==> src/rtl/ena_burst_gen_if.sv <==
// Handshake bundle between the burst generator and whoever programs it.
// Suffixes are from the generator's point of view: _i are driven into it,
// _o are driven by it.
interface ena_burst_gen_if #(
  parameter int CNT_W = 8
);
  logic             start_i;
  logic [CNT_W-1:0] len_init_i;
  logic [CNT_W-1:0] gap_len_i;
  logic             ena_o;
  logic             busy_o;
  logic             done_o;
  logic [CNT_W-1:0] burst_cnt_o;

  modport slave (
    input  start_i, len_init_i, gap_len_i,
    output ena_o, busy_o, done_o, burst_cnt_o
  );

  modport master (
    output start_i, len_init_i, gap_len_i,
    input  ena_o, busy_o, done_o, burst_cnt_o
  );
endinterface

==> src/rtl/ena_burst_gen.sv <==
// Enable-burst stimulus generator: emits bursts of shrinking length on ena,
// separated by fixed idle gaps, and pulses done once the next burst would
// fall below MIN_LEN. All outputs are flops fed from the next-state decode,
// so they line up with the state register and reset asynchronously.
module ena_burst_gen #(
  parameter int CNT_W    = 8,
  parameter int LEN_STEP = 1,
  parameter int MIN_LEN  = 1
) (
  input  logic             clk,
  input  logic             rst_n,
  ena_burst_gen_if.slave   bus
);

  typedef enum logic [1:0] {S_IDLE, S_BURST, S_GAP, S_DONE} state_e;

  localparam logic [CNT_W:0]   STEP    = (CNT_W+1)'(LEN_STEP);
  localparam logic [CNT_W:0]   MINL    = (CNT_W+1)'(MIN_LEN);
  localparam logic [CNT_W-1:0] CNT_MAX = '1;

  state_e           state_q, state_d;
  logic [CNT_W-1:0] len_q, len_d;     // length of the burst in progress / next
  logic [CNT_W-1:0] gap_q, gap_d;     // gap length latched at start (>= 1)
  logic [CNT_W-1:0] cnt_q, cnt_d;     // cycles remaining after the current one
  logic [CNT_W-1:0] bcnt_q, bcnt_d;   // completed bursts, saturating
  logic             ena_q, busy_q, done_q;

  // One extra bit so that len - step wrapping below zero shows up in the MSB.
  logic [CNT_W:0] next_len;
  logic           last_burst;
  logic           len_too_short;

  assign next_len      = {1'b0, len_q} - STEP;
  assign last_burst    = next_len[CNT_W] || (next_len < MINL);
  assign len_too_short = {1'b0, bus.len_init_i} < MINL;

  // Next-state and counter updates.
  always_comb begin
    state_d = state_q;
    len_d   = len_q;
    gap_d   = gap_q;
    cnt_d   = cnt_q;
    bcnt_d  = bcnt_q;
    case (state_q)
      S_IDLE: begin
        if (bus.start_i) begin
          bcnt_d = '0;
          if (len_too_short) begin
            state_d = S_DONE;
          end else begin
            len_d   = bus.len_init_i;
            gap_d   = (bus.gap_len_i == '0) ? CNT_W'(1) : bus.gap_len_i;
            cnt_d   = bus.len_init_i - 1'b1;
            state_d = S_BURST;
          end
        end
      end
      S_BURST: begin
        if (cnt_q == '0) begin
          if (bcnt_q != CNT_MAX) bcnt_d = bcnt_q + 1'b1;
          if (last_burst) begin
            cnt_d   = '0;
            state_d = S_DONE;
          end else begin
            len_d   = next_len[CNT_W-1:0];
            cnt_d   = gap_q - 1'b1;
            state_d = S_GAP;
          end
        end else begin
          cnt_d = cnt_q - 1'b1;
        end
      end
      S_GAP: begin
        if (cnt_q == '0) begin
          cnt_d   = len_q - 1'b1;
          state_d = S_BURST;
        end else begin
          cnt_d = cnt_q - 1'b1;
        end
      end
      S_DONE:  state_d = S_IDLE;
      default: state_d = S_IDLE;
    endcase
  end

  // State, counters and registered output decode.
  always_ff @(posedge clk or negedge rst_n) begin
    if (!rst_n) begin
      state_q <= S_IDLE;
      len_q   <= '0;
      gap_q   <= '0;
      cnt_q   <= '0;
      bcnt_q  <= '0;
      ena_q   <= 1'b0;
      busy_q  <= 1'b0;
      done_q  <= 1'b0;
    end else begin
      state_q <= state_d;
      len_q   <= len_d;
      gap_q   <= gap_d;
      cnt_q   <= cnt_d;
      bcnt_q  <= bcnt_d;
      ena_q   <= (state_d == S_BURST);
      busy_q  <= (state_d == S_BURST) || (state_d == S_GAP);
      done_q  <= (state_d == S_DONE);
    end
  end

  assign bus.ena_o       = ena_q;
  assign bus.busy_o      = busy_q;
  assign bus.done_o      = done_q;
  assign bus.burst_cnt_o = bcnt_q;

endmodule

==> src/flat_wrapper.sv <==
// flat-port wrapper written by rule: the top's interface ports become plain ports
module ena_burst_gen_flat 
#(
  parameter int CNT_W    = 8,
  parameter int LEN_STEP = 1,
  parameter int MIN_LEN  = 1
)
  (clk, rst_n, bus_start_i, bus_len_init_i, bus_gap_len_i, bus_ena_o, bus_busy_o, bus_done_o, bus_burst_cnt_o);
  ena_burst_gen_if #(.CNT_W(CNT_W)) bus_i ();
  input  logic clk;
  input  logic rst_n;
  input wire logic [$bits(bus_i.start_i)-1:0] bus_start_i;
  input wire logic [$bits(bus_i.len_init_i)-1:0] bus_len_init_i;
  input wire logic [$bits(bus_i.gap_len_i)-1:0] bus_gap_len_i;
  output wire logic [$bits(bus_i.ena_o)-1:0] bus_ena_o;
  output wire logic [$bits(bus_i.busy_o)-1:0] bus_busy_o;
  output wire logic [$bits(bus_i.done_o)-1:0] bus_done_o;
  output wire logic [$bits(bus_i.burst_cnt_o)-1:0] bus_burst_cnt_o;
  assign bus_i.start_i = bus_start_i;
  assign bus_i.len_init_i = bus_len_init_i;
  assign bus_i.gap_len_i = bus_gap_len_i;
  assign bus_ena_o = bus_i.ena_o;
  assign bus_busy_o = bus_i.busy_o;
  assign bus_done_o = bus_i.done_o;
  assign bus_burst_cnt_o = bus_i.burst_cnt_o;
  ena_burst_gen #(.CNT_W(CNT_W), .LEN_STEP(LEN_STEP), .MIN_LEN(MIN_LEN)) u_core (.clk(clk), .rst_n(rst_n), .bus(bus_i));
endmodule
==> config.mk <==
export PLATFORM = sky130hd
export DESIGN_NAME = ena_burst_gen_flat
export DESIGN_NICKNAME = d
export VERILOG_FILES = /design/src/rtl/ena_burst_gen_if.sv /design/src/rtl/ena_burst_gen.sv /design/src/flat_wrapper.sv
export SDC_FILE = /design/constraint.sdc
export NUM_CORES = 1
export LEC_CHECK = 0
export ABC_AREA = 1
export CAP_MARGIN = 20
export CORE_MARGIN = 4
export CORE_UTILIZATION = 51
export CTS_CLUSTER_SIZE = 25
export DETAILED_ROUTE_END_ITERATION = 8
export GPL_TIMING_DRIVEN = 0
export HOLD_SLACK_MARGIN = 0.03
export PLACE_DENSITY = 0.74
export SYNTH_ARGS = -nofsm -noshare
export SYNTH_HDL_FRONTEND = slang
export SYNTH_SLANG_ARGS = --single-unit
==> constraint.sdc <==
create_clock -name clk -period 2.85 [get_ports clk]
set_clock_uncertainty 0.15 [all_clocks]
set_input_delay 0.57 -clock clk [delete_from_list [all_inputs] [get_ports clk]]
set_output_delay 0.57 -clock clk [all_outputs]
set_load 0.01 [all_outputs]
Yosys cells after proc, flatten, opt, wreduce, memory -nomap -nowiden
Index checks and enable logic that the tools add are counted.
W data, S select, Z words.
{"block": "classes", "shift": 0, "magnitude_cmp": 2, "div": 0, "n_mul": 0, "n_eq_ne": 12, "addsub": 6, "bitwise_logic": 1, "n_reduce_logical": 11, "mux": 22}
{"op": "$mux W8", "n": 13}
{"op": "$pmux W8 S2", "n": 2}
{"op": "$sub A8 B1 Y8 const B", "n": 4}
{"op": "$pmux W8 S3", "n": 1}
{"op": "$logic_not A8 Y1", "n": 2}
{"op": "$lt A9 B1 Y1 const B", "n": 1}
{"op": "$sub A8 B1 Y9 const B", "n": 1}
{"op": "$add A8 B1 Y8 const B", "n": 1}
{"op": "$eq A2 B2 Y1 const B", "n": 4}
{"op": "$lt A8 B1 Y1 const B", "n": 1}
{"op": "$mux W2", "n": 4}
{"op": "$ne A8 B8 Y1 const B", "n": 1}
{"op": "$pmux W2 S4", "n": 1}
{"op": "$ne A2 B2 Y1 const B", "n": 3}
{"op": "$reduce_and A3 Y1", "n": 2}
{"op": "$reduce_and A5 Y1", "n": 1}
{"op": "$eq A2 B1 Y1 const B", "n": 2}
{"op": "$ne A2 B1 Y1 const B", "n": 2}
{"op": "$reduce_and A4 Y1", "n": 1}
{"op": "$reduce_bool A3 Y1", "n": 1}
{"op": "$logic_not A2 Y1", "n": 1}
{"op": "$logic_or A1 B1 Y1", "n": 2}
{"op": "$reduce_bool A2 Y1", "n": 1}
{"op": "$mux W1", "n": 1}
{"op": "$not A1 Y1", "n": 1}
{"block": "totals", "latch_bits": 0, "ram_bits": 0, "mem_bits_ro": 0, "in_bits": 19, "memories": 0, "out_inout_bits": 11, "ff_bits": 37}

Depth between registers and ports, before layout
Gate-level depths: netlist (run 1).
{"block": "depth", "ltp_word": 8, "mapped_depth": 15, "ltp_nobuf": 15}

Least setup slack after synthesis (run 1)
No wires, ideal clock.
{"block": "synth_timing", "path_type": "input-to-reg", "from": "input port bus_len_init_i[0]", "to": "register u_core.busy_q (netlist: u_core.bus.busy_o)", "arrival_ps": 2008, "stages": 10, "path_buffers": 0, "setup_time_ps": 113, "path_slack_ps": 580, "cell_sequence": "inv_1 ha_1 nand4_1 nor4_1 nor2_1 inv_2 and2_1 inv_1 ha_1 inv_1"}
{"block": "synth_between", "elab_chain_len": 6, "elab_cells_between_ends": 7, "classes_between": "order compare: 1; eq/ne: 2; mux: 3; reduce/logical: 1"}
{"item": "start, declared", "line": "flat_wrapper.sv:13", "rtl": "input wire logic [$bits(bus_i.len_init_i)-1:0] bus_len_init_i;"}
{"item": "$lt A8 B1 Y1 *", "line": "ena_burst_gen.sv:35", "rtl": "assign len_too_short = {1'b0, bus.len_init_i} < MINL;"}
{"item": "$mux W2 *", "line": "ena_burst_gen.sv:48", "rtl": "if (len_too_short) begin"}
{"item": "$mux W2 *", "line": "ena_burst_gen.sv:46", "rtl": "if (bus.start_i) begin"}
{"item": "$pmux W2 S4 *", "line": "ena_burst_gen.sv:44", "rtl": "case (state_q)"}
{"item": "via u_core.state_d[1]", "line": "ena_burst_gen.sv:21", "rtl": "state_e state_q, state_d;"}
{"item": "$eq A2 B1 Y1 / $eq A2 B2 Y1 (equally long branches)", "line": "ena_burst_gen.sv:104", "rtl": "busy_q <= (state_d == S_BURST) || (state_d == S_GAP);"}
{"item": "$logic_or A1 B1 Y1 *", "line": "ena_burst_gen.sv:104"}
{"item": "end signal, assigned", "line": "ena_burst_gen.sv:104"}
{"item": "end, declared", "line": "ena_burst_gen.sv:26", "rtl": "logic ena_q, busy_q, done_q;"}
The timed path passes the listed nets; every way through them passes the cells marked *.
A chain may end at the register's enable or synchronous reset.

Worst setup path in the final report (run 1)
Same ends and word-level chain as after synthesis.

==> results by stage, run 1 <==
Run status:
- The flow ran to the end, and the final reports show no timing, DRC or antenna violations.

STA:
- Setup repair after global routing left no endpoint under its margin.
- The pin slew with the least headroom to its limit is 0.829 ns.
- The count of final max-slew check failures is 0.
- The worst path needs 2.71 ns of the cycle, external delays included.
- The worst path uses 95.1% of the clock period.
- Based on the critical path, the design can be clocked at up to 0.369 GHz.
- Setup violations remaining at the end of the flow were counted as 0.
- The headroom to the max-slew limit is 44.7%.
- The final hold violation count came to 0.
- The worst hold slack after final layout is 0.219 ns.

Synth:
- The dominant combinational cell family by area after synthesis is simple AND/OR/NAND/NOR gates.
- Summing the areas of all and, or, nand and nor instances in the mapped netlist gives 33.0% of the synthesized area.
- Measured against the total synthesized area, the mux share comes to 0%.
- The distinct cell type count after synthesis is 29.
- The most numerous cell in the Yosys netlist is sky130_fd_sc_hd__nand2_1.
- The mean area per synthesized cell is 6.86 µm².
- In the synthesized netlist the async set-or-reset flop fraction comes to 100%.
- Of the post-synthesis cell area, the dominant cell type holds 35.6%.
- The dominant cell type by area after synthesis is sky130_fd_sc_hd__dfrtp_1.
- For this run, the number of Yosys warnings is 0.
- The synthesized netlist devotes 4.67% of its cell area to XOR and XNOR gates.
- The fraction of the mapped netlist area in adder cells is 5.30%.
- Counting flops with a built-in enable in the synthesized netlist gives 0.
- In the synthesized netlist, the number of instances is 379.
- The mapped netlist covers 2600 µm².
- When the netlist entered floorplanning its net count stood at 409.
- Sequential cells were found to cover 35.6% of the synthesized design area.
- In the post-synthesis netlist, the biggest area contributors are sky130_fd_sc_hd__dfrtp_1, sky130_fd_sc_hd__nand2_1, sky130_fd_sc_hd__nor2_1.
- The most frequently used flop master after synthesis is sky130_fd_sc_hd__dfrtp_1.
- Counting instances in the post-synthesis netlist gives the leading cell types as sky130_fd_sc_hd__nand2_1, sky130_fd_sc_hd__nor2_1, sky130_fd_sc_hd__dfrtp_1, sky130_fd_sc_hd__inv_1, sky130_fd_sc_hd__nand3_1.
- Summing the areas of all compound-gate instances in the mapped netlist gives 13.3% of the synthesized area.
- The number of synthesized register bits is 37.

Floorplan:
- The die is 79.4 µm tall.
- In this run the core area contains 25 standard-cell rows.
- The die covers 6300 µm².
- The initial core utilization is 53.9%.
- 30 I/O pins were placed.
- From left edge to right edge, the die measures 79.4 µm.
- The region available for standard cell placement spans 4820 µm².

Setup path:
- The data required time at the worst endpoint is 2.89 ns.
- STA classifies the critical path endpoint as a register.
- Measured in cells, the most critical reg-to-reg path has a length of 12.
- Along the worst path, the maximum fanout reaches 10.
- The element type at the critical path start is a primary input.
- At the worst endpoint, the arrival time is 2.76 ns.
- The endpoint identified for the worst register-to-register timing path is u_core.bus.busy_o.
- The reg-to-reg startpoint is u_core.len_q[0].
- The flop-to-flop setup slack is 0.42 ns.
- The worst setup path is of the in2reg kind.

CTS:
- The clock tree root buffer cell is sky130_fd_sc_hd__clkbuf_8.
- The number of clock buffers added by TritonCTS is 5.
- The total number of clock tree sinks is 37.
- TritonCTS built the clock tree.
- The clock transition time at the flip-flop clock pins of the worst setup and hold paths is 0.08 ns.
- The post-CTS repair timing setup buffer count is 0.
- The clock latency of the later-clocked register in the worst-skew pair is 0.29 ns.
- The buffer depth of the longest clock path is 2.
- The maximum level of the CTS H-tree is 2.

Routing:
- The remaining antenna violation count is 0.
- The first routing iteration left 194 violations.
- The iteration count of the initial detailed-routing pass is 4.
- The DRC violation count after routing is 0.
- The via count of the routed design is 2502.
- The total length of routed wires is 5.97 mm.
- The routed wire length per instance is 12.3 µm.
- Using the TritonRoute via totals, the vias-per-cell ratio works out to 5.18.

Global route:
- Across every metal layer, demand over resource in global routing totals 20.5%.
- The number of antenna violations at the first check in global routing is 0.
- The number of global-route vias before repair is 2307.
- The first global-routing pass estimated 10.3 mm of wire.
- The total congestion overflow after global routing is 0.
- Entering global routing, the biggest net connects 38 pins.

Power and ir drop:
- In this run, the combinational gates consume 57.9% of the power.
- The completed layout was analyzed and its total power is 3.38 mW.
- The internal power consumption is 1.75 mW.
- The relative contribution of sequential cells to total power is 27.6%.
- The power density normalized to cell area is 1090 nW/µm².
- For this design the total switching power over the nets is 1.63 mW.
- The peak supply drop is 0.471 mV.
- Summed over all cells, the static leakage comes to 1.47 nW.
- The switching fraction of total power is 48.2%.
- The share of power burned in the clock network is 14.5%.

Layout:
- Cells with a size suffix above 1 make up 8.65% of the layout.
- The final standard cell utilization of the core is 64.5%.
- The area of combinational cells with multiple inputs is 1480 µm².
- At the end of the flow, the number of nets in the layout was 445.
- The fill cell instance count of the final layout is 455.
- The number of antenna repair diodes is 0.
- Summing all non-filler instances in the final layout gives an area of 3110 µm².
- The area taken by flip-flops and latches is 926 µm².
- The relative area change from synthesis to final layout is 19.6%.
- The number of non-filler instances in the completed layout is 483.

Job:
- The reported max-cap violation count is 0.

Hold path:
- The type of the worst min-delay path is in2async.

Placement:
- At the end of routability-driven placement, the weighted congestion stood at 0.874.
- The number of placed instances, taps included, is 475.
- Port buffering added 29 buffers.
- After legalization and detailed placement, the total HPWL measured 4.47 mm.
- In this run the cell area measured after placement is 2970 µm².
[repair_timing]
| action | 4_1_cts | 5_1_grt |
|---|---|---|
| pin swaps | 0 | 2 |
| hold buffers | 0 | 0 |
| resized for setup | 1 | 4 |
| setup endpoints to repair | 2 | 3 |
[through the flow]
step,TNS [ns],setup WS (ns)
2_1_floorplan,0,0.580
3_3_place_gp,-2.97,-0.429
3_5_place_dp,-3.12,-0.437
4_1_cts,0,0.0417
5_1_grt,0,0.0158
6_report,0,0.138
[placed cells by master, fill, tap and decap left out, drive strengths merged, types with 10 or more instances in the layout]
| master | synthesis | final |
|---|---|---|
| a21oi | 26 | 26 |
| clkbuf | 4 | 10 |
| clkdlybuf4s50 | 0 | 28 |
| dfrtp | 37 | 37 |
| ha | 11 | 11 |
| inv | 48 | 48 |
| nand2 | 101 | 101 |
| nand3 | 29 | 29 |
| nor2 | 53 | 53 |
| o21ai | 35 | 35 |
| xor2 | 11 | 11 |
[layout make-up]
cell class	count	area share, %
repair buffers	29	9.18
inverters	49	5.92
flip-flops and latches	37	29.8
well taps	67	2.70
multi-input cells	288	47.7
clock inverters	2	1.21
plain buffers	5	0.845
clock buffers	6	2.66
[worst max-delay path, cell delays in order]
cell	delay [ns]
sky130_fd_sc_hd__clkdlybuf4s50_1	0.46
sky130_fd_sc_hd__inv_2	0.12
sky130_fd_sc_hd__ha_1	0.19
sky130_fd_sc_hd__nand4_1	0.20
sky130_fd_sc_hd__nor4_4	0.37
sky130_fd_sc_hd__nor2_2	0.14
sky130_fd_sc_hd__inv_2	0.16
sky130_fd_sc_hd__and2_1	0.20
sky130_fd_sc_hd__inv_1	0.06
sky130_fd_sc_hd__ha_1	0.26
sky130_fd_sc_hd__inv_1	0.03
[state kept, by name, indices dropped and copies added, names as in the netlist]
register,count
u_core.bus.burst_cnt_o,8
u_core.bus.ena_o,1
u_core.len_q,8
u_core.state_q,2
u_core.bus.busy_o,1
u_core.bus.done_o,1
u_core.gap_q,8
u_core.cnt_q,8
[kinds of logic after synthesis]
logic type | count (synthesis)
fa+ha+maj | 11
buf+inv | 54
compound gates | 65
simple gates | 199
flops | 37
xor+xnor | 13
[how the worst max path moves through the flow]
stage / from / end / slack (ns) / cells past startpoint
after floorplan: bus_len_init_i[0] / u_core.bus.busy_o / 0.58 / 10
final: bus_len_init_i[0] / u_core.bus.busy_o / 0.14 / 11
after detailed placement: bus_len_init_i[0] / u_core.bus.busy_o / -0.44 / 11
after CTS: bus_len_init_i[0] / u_core.bus.busy_o / 0.04 / 11
after global routing: bus_len_init_i[0] / u_core.bus.busy_o / 0.02 / 11
after global placement: bus_len_init_i[0] / u_core.bus.busy_o / -0.43 / 11
[power groups by stage]
stage / Combinational, mW / Clock [mW] / Sequential, mW
floorplan: 1.46 / 0 / 0.919
global placement: 1.91 / 0 / 0.935
detailed placement: 1.94 / 0 / 0.938
CTS: 1.96 / 0.499 / 0.932
global route: 2.23 / 0.526 / 0.962
finish: 1.96 / 0.489 / 0.933
[routing by layer]
| metal | up-vias | wire, µm | GRT usage (%) |
|---|---|---|---|
| met5 | - | 0 | 0 |
| met4 | 0 | 88 | 6.70 |
| met3 | 8 | 271 | 3.95 |
| met2 | 60 | 2750 | 33.4 |
| met1 | 1141 | 2850 | 27.3 |
| li1 | 1293 | - | - |
Power figures use the tool's default switching activity.
==> run 2: changes to the inputs <==
--- a/config.mk
+++ b/config.mk
@@ -6,14 +6,16 @@
 export NUM_CORES = 1
 export LEC_CHECK = 0
 export ABC_AREA = 1
-export CAP_MARGIN = 20
-export CORE_MARGIN = 4
-export CORE_UTILIZATION = 51
+export CAP_MARGIN = 40
+export CELL_PAD_IN_SITES_DETAIL_PLACEMENT = 1
+export CELL_PAD_IN_SITES_GLOBAL_PLACEMENT = 1
+export CORE_MARGIN = 2
+export CORE_UTILIZATION = 40
 export CTS_CLUSTER_SIZE = 25
 export DETAILED_ROUTE_END_ITERATION = 8
 export GPL_TIMING_DRIVEN = 0
 export HOLD_SLACK_MARGIN = 0.03
-export PLACE_DENSITY = 0.74
+export PLACE_DENSITY_LB_ADDON = 0.1
 export SYNTH_ARGS = -nofsm -noshare
 export SYNTH_HDL_FRONTEND = slang
 export SYNTH_SLANG_ARGS = --single-unit
==> results by stage, run 2 (same netlist as run 1, synthesis figures left out) <==
Layout:
- Leaving out fill and tap cells, the most frequent cell in the layout is sky130_fd_sc_hd__nand2_1.
- The fill cell instance count of the final layout was 853 (+87%).
- The final standard cell utilization of the core is 49.4% (-15 points).
- The final net count is 446 (+0.22%).
- The library cells used most frequently in the layout, excluding fill and tap cells, are sky130_fd_sc_hd__nand2_1, sky130_fd_sc_hd__nor2_1, sky130_fd_sc_hd__inv_1, sky130_fd_sc_hd__dfrtp_1, sky130_fd_sc_hd__clkdlybuf4s50_1.
- The area taken by flip-flops and latches was 926 µm² (unchanged).
- Compared with the post-synthesis result, the final layout area differs by 19.9%.
- The number of antenna repair diodes came to 0 (unchanged).
- The share of final-layout standard cells stronger than drive strength 1 is 8.39% (-0.26 points).
- The area of combinational cells with multiple inputs is 1480 µm² (-0.17%).

STA:
- The number of failing setup endpoints in the final timing report is 0 (unchanged).
- The pin slew with the least headroom to its limit is 0.459 ns (-0.370 ns).
- The final hold violation count was 0 (unchanged).
- The headroom to the max-slew limit is 69.4% (+25 points).
- Setup repair after global routing left no endpoint under its margin.
- The final worst-path cycle share is 92.5% (-2.6 points).
- The highest clock rate is 0.379 GHz (+2.8%).
- The count of final max-slew check failures was 0 (unchanged).
- The time the worst path needs with I/O delays and setup is 2.64 ns (-0.0747 ns).
- The worst hold slack after final layout is 0.0539 ns (-0.165 ns).
- The final worst-path setup slack is 0.213 ns (+0.0747 ns).

Power and ir drop:
- The relative contribution of combinational cells to total power is 60.1% (+2.2 points).
- The relative contribution of sequential cells to total power came to 28.1% (+0.5 points).
- The peak supply drop is 0.479 mV (+1.6%).
- The internal power consumption is 1.64 mW (-6.1%).
- The share of power burned in the clock network is 11.8% (-2.7 points).
- The power density normalized to cell area is 1070 nW/µm² (-1.4%).
- The power dissipated by switching net loads was 1.70 mW (+4.3%).
- The switching fraction of total power is 50.9% (+2.6 points).
- The leakage power figure is 1.47 nW (+0.33%).

Global route:
- The number of antenna violations at the first check in global routing is 0 (unchanged).
- The number of global-route vias before repair is 2640 (+14%).
- The pin count of the biggest net entering global routing is 23 (-39%).
- The overall track demand over capacity in global routing is 21.6% (+1.1 points).
- The wire length of the first global-routing pass was 12.3 mm (+19%).
- The total congestion overflow after global routing was 0 (unchanged).

Routing:
- The iteration count of the initial detailed-routing pass was 4 (unchanged).
- The remaining antenna violation count is 0 (unchanged).
- The DRC violation count after routing is 0 (unchanged).
- The count of routing violations after the opening detailed-route iteration is 54 (-72%).
- The total length of routed wires was 7.11 mm (+19%).
- The via count of the routed design is 2534 (+1.3%).
- The routed wire length per instance came to 14.4 µm (+16%).
- The ratio of routed vias to standard cells is 5.13 (-0.98%).

Setup path:
- The number of cell instances on the worst register-to-register path is 12 (unchanged).
- The worst setup path is captured at a register.
- Walking the worst path, the cells encountered are clkdlybuf4s50_1 > inv_1 > ha_1 > nand4_1 > nor4_4 > nor2_2 > inv_2 > and2_1 > inv_1 > ha_1 > inv_1.
- The cell class contributing the biggest share of worst-path delay is buffers and inverters.
- The endpoint identified for the worst register-to-register timing path is u_core.bus.busy_o.
- The element type at the critical path start is a primary input.
- The setup path with the least slack is of type in2reg.
- Among all stages on the critical path, the largest delay is contributed by sky130_fd_sc_hd__clkdlybuf4s50_1.
- The reg-to-reg startpoint is u_core.len_q[0].
- The signal arrival time at the worst endpoint was 2.70 ns (-0.06 ns).
- The most prevalent standard cell on the critical path is sky130_fd_sc_hd__inv_1.
- The count of buffering cells on the critical path with inverters included came to 5 (unchanged).
- The flop-to-flop setup slack is 0.34 ns (-0.08 ns).
- The delay contributed by the slowest stage of the critical path is 0.42 ns (-0.04 ns).
- The data required time at the worst endpoint is 2.91 ns (+0.02 ns).
- The largest driver fanout on the critical path is 10 (unchanged).

Placement:
- The global placement routability congestion came to 0.825 (-5.6%).
- The post-detailed-placement half-perimeter wirelength came to 5.73 mm (+28%).
- The number of buffers added on ports is 29 (unchanged).
- The worst slack after detailed placement is -0.423 ns (+0.0136 ns).

Hold path:
- The type of the worst min-delay path is in2async.

Floorplan:
- The initial core utilization was 41.2% (-13 points).
- The floorplan row count came to 29 (+16%).
- The I/O pin count is 30 (unchanged).
- The die width is 84.6 µm (+6.6%).
- The die outline height came to 84.6 µm (+6.6%).
- The area inside the core boundary came to 6310 µm² (+31%).
- The die area is 7160 µm² (+14%).

CTS:
- The maximum level of the CTS H-tree is 2 (unchanged).
- TritonCTS built the clock tree.
- The clock latency of the later-clocked register in the worst-skew pair is 0.31 ns (+0.02 ns).
- The number of buffers inserted during clock tree synthesis is 5 (unchanged).
- The cts-stage hold buffer count was 0 (unchanged).
- The clock transition time at the flip-flop clock pins of the worst setup and hold paths was 0.08 ns (about the same).
- The buffer depth of the longest clock path was 2 (unchanged).
- The tree is rooted in a sky130_fd_sc_hd__clkbuf_8.
- The total number of clock tree sinks was 37 (unchanged).

Run status:
- The run finished with clean final reports.

Job:
- The reported max-cap violation count is 0 (unchanged).
## run 2: cell count changes in the layout (fill, tap and decap cells not counted), sizes merged
cell      delta
clkinvlp     -1
clkinv       +3
buf          +1
clkbuf       -1
bufinv       -1
## run 2: final cells by class
class,instances,area share [%]
clock inverters,3,0.723
inverters,49,5.90
clock buffers,5,2.21
flip-flops and latches,37,29.7
multi-input cells,288,47.5
repair buffers,30,10.0
plain buffers,5,0.843
well taps,77,3.09
## run 2: power by group through the flow
stage	clock, mW	sequential [mW]	combinational (mW)
final	0.394	0.939	2.01
after global routing	0.423	0.972	2.34
after CTS	0.409	0.944	2.04
after detailed placement	0	0.953	2.02
after global placement	0	0.941	1.96
after floorplan	0	0.919	1.46
## run 2: worst max path at each step
stage | startpoint | end | slack, ns | cells after the start
after floorplan | bus_len_init_i[0] | u_core.bus.busy_o | 0.58 | 10
after global placement | bus_len_init_i[0] | u_core.bus.busy_o | -0.41 | 11
after detailed placement | bus_len_init_i[0] | u_core.bus.busy_o | -0.42 | 11
after CTS | bus_len_init_i[0] | u_core.bus.busy_o | 0.08 | 11
after global routing | bus_len_init_i[0] | u_core.bus.busy_o | 0.007 | 11
final | bus_len_init_i[0] | u_core.bus.busy_o | 0.21 | 11
## run 2: stage by stage
stage / std cells / setup TNS (ns) / power (mW) / area [µm²]
2_1_floorplan: 379 / 0 / 2.38 / 2600
3_3_place_gp: 485 / -2.53 / 2.90 / 2990
3_5_place_dp: 486 / -2.63 / 2.98 / 3010
4_1_cts: 494 / 0 / 3.39 / 3110
5_1_grt: 494 / 0 / 3.73 / 3120
6_report: 494 / 0 / 3.34 / 3120
## run 2: layer usage
layer  global-route usage, %  share of wire, %  up-vias
li1                        -                 -     1289
met1                    28.5                47     1199
met2                    36.4                49       38
met3                    3.44               3.0        8
met4                    6.49               1.3        0
met5                       0                 0        -
## run 2: repair_timing
action	in CTS	in global routing
resized for setup	1	2
endpoints found under the setup margin	1	1
setup buffers	0	0
pin swaps	0	1
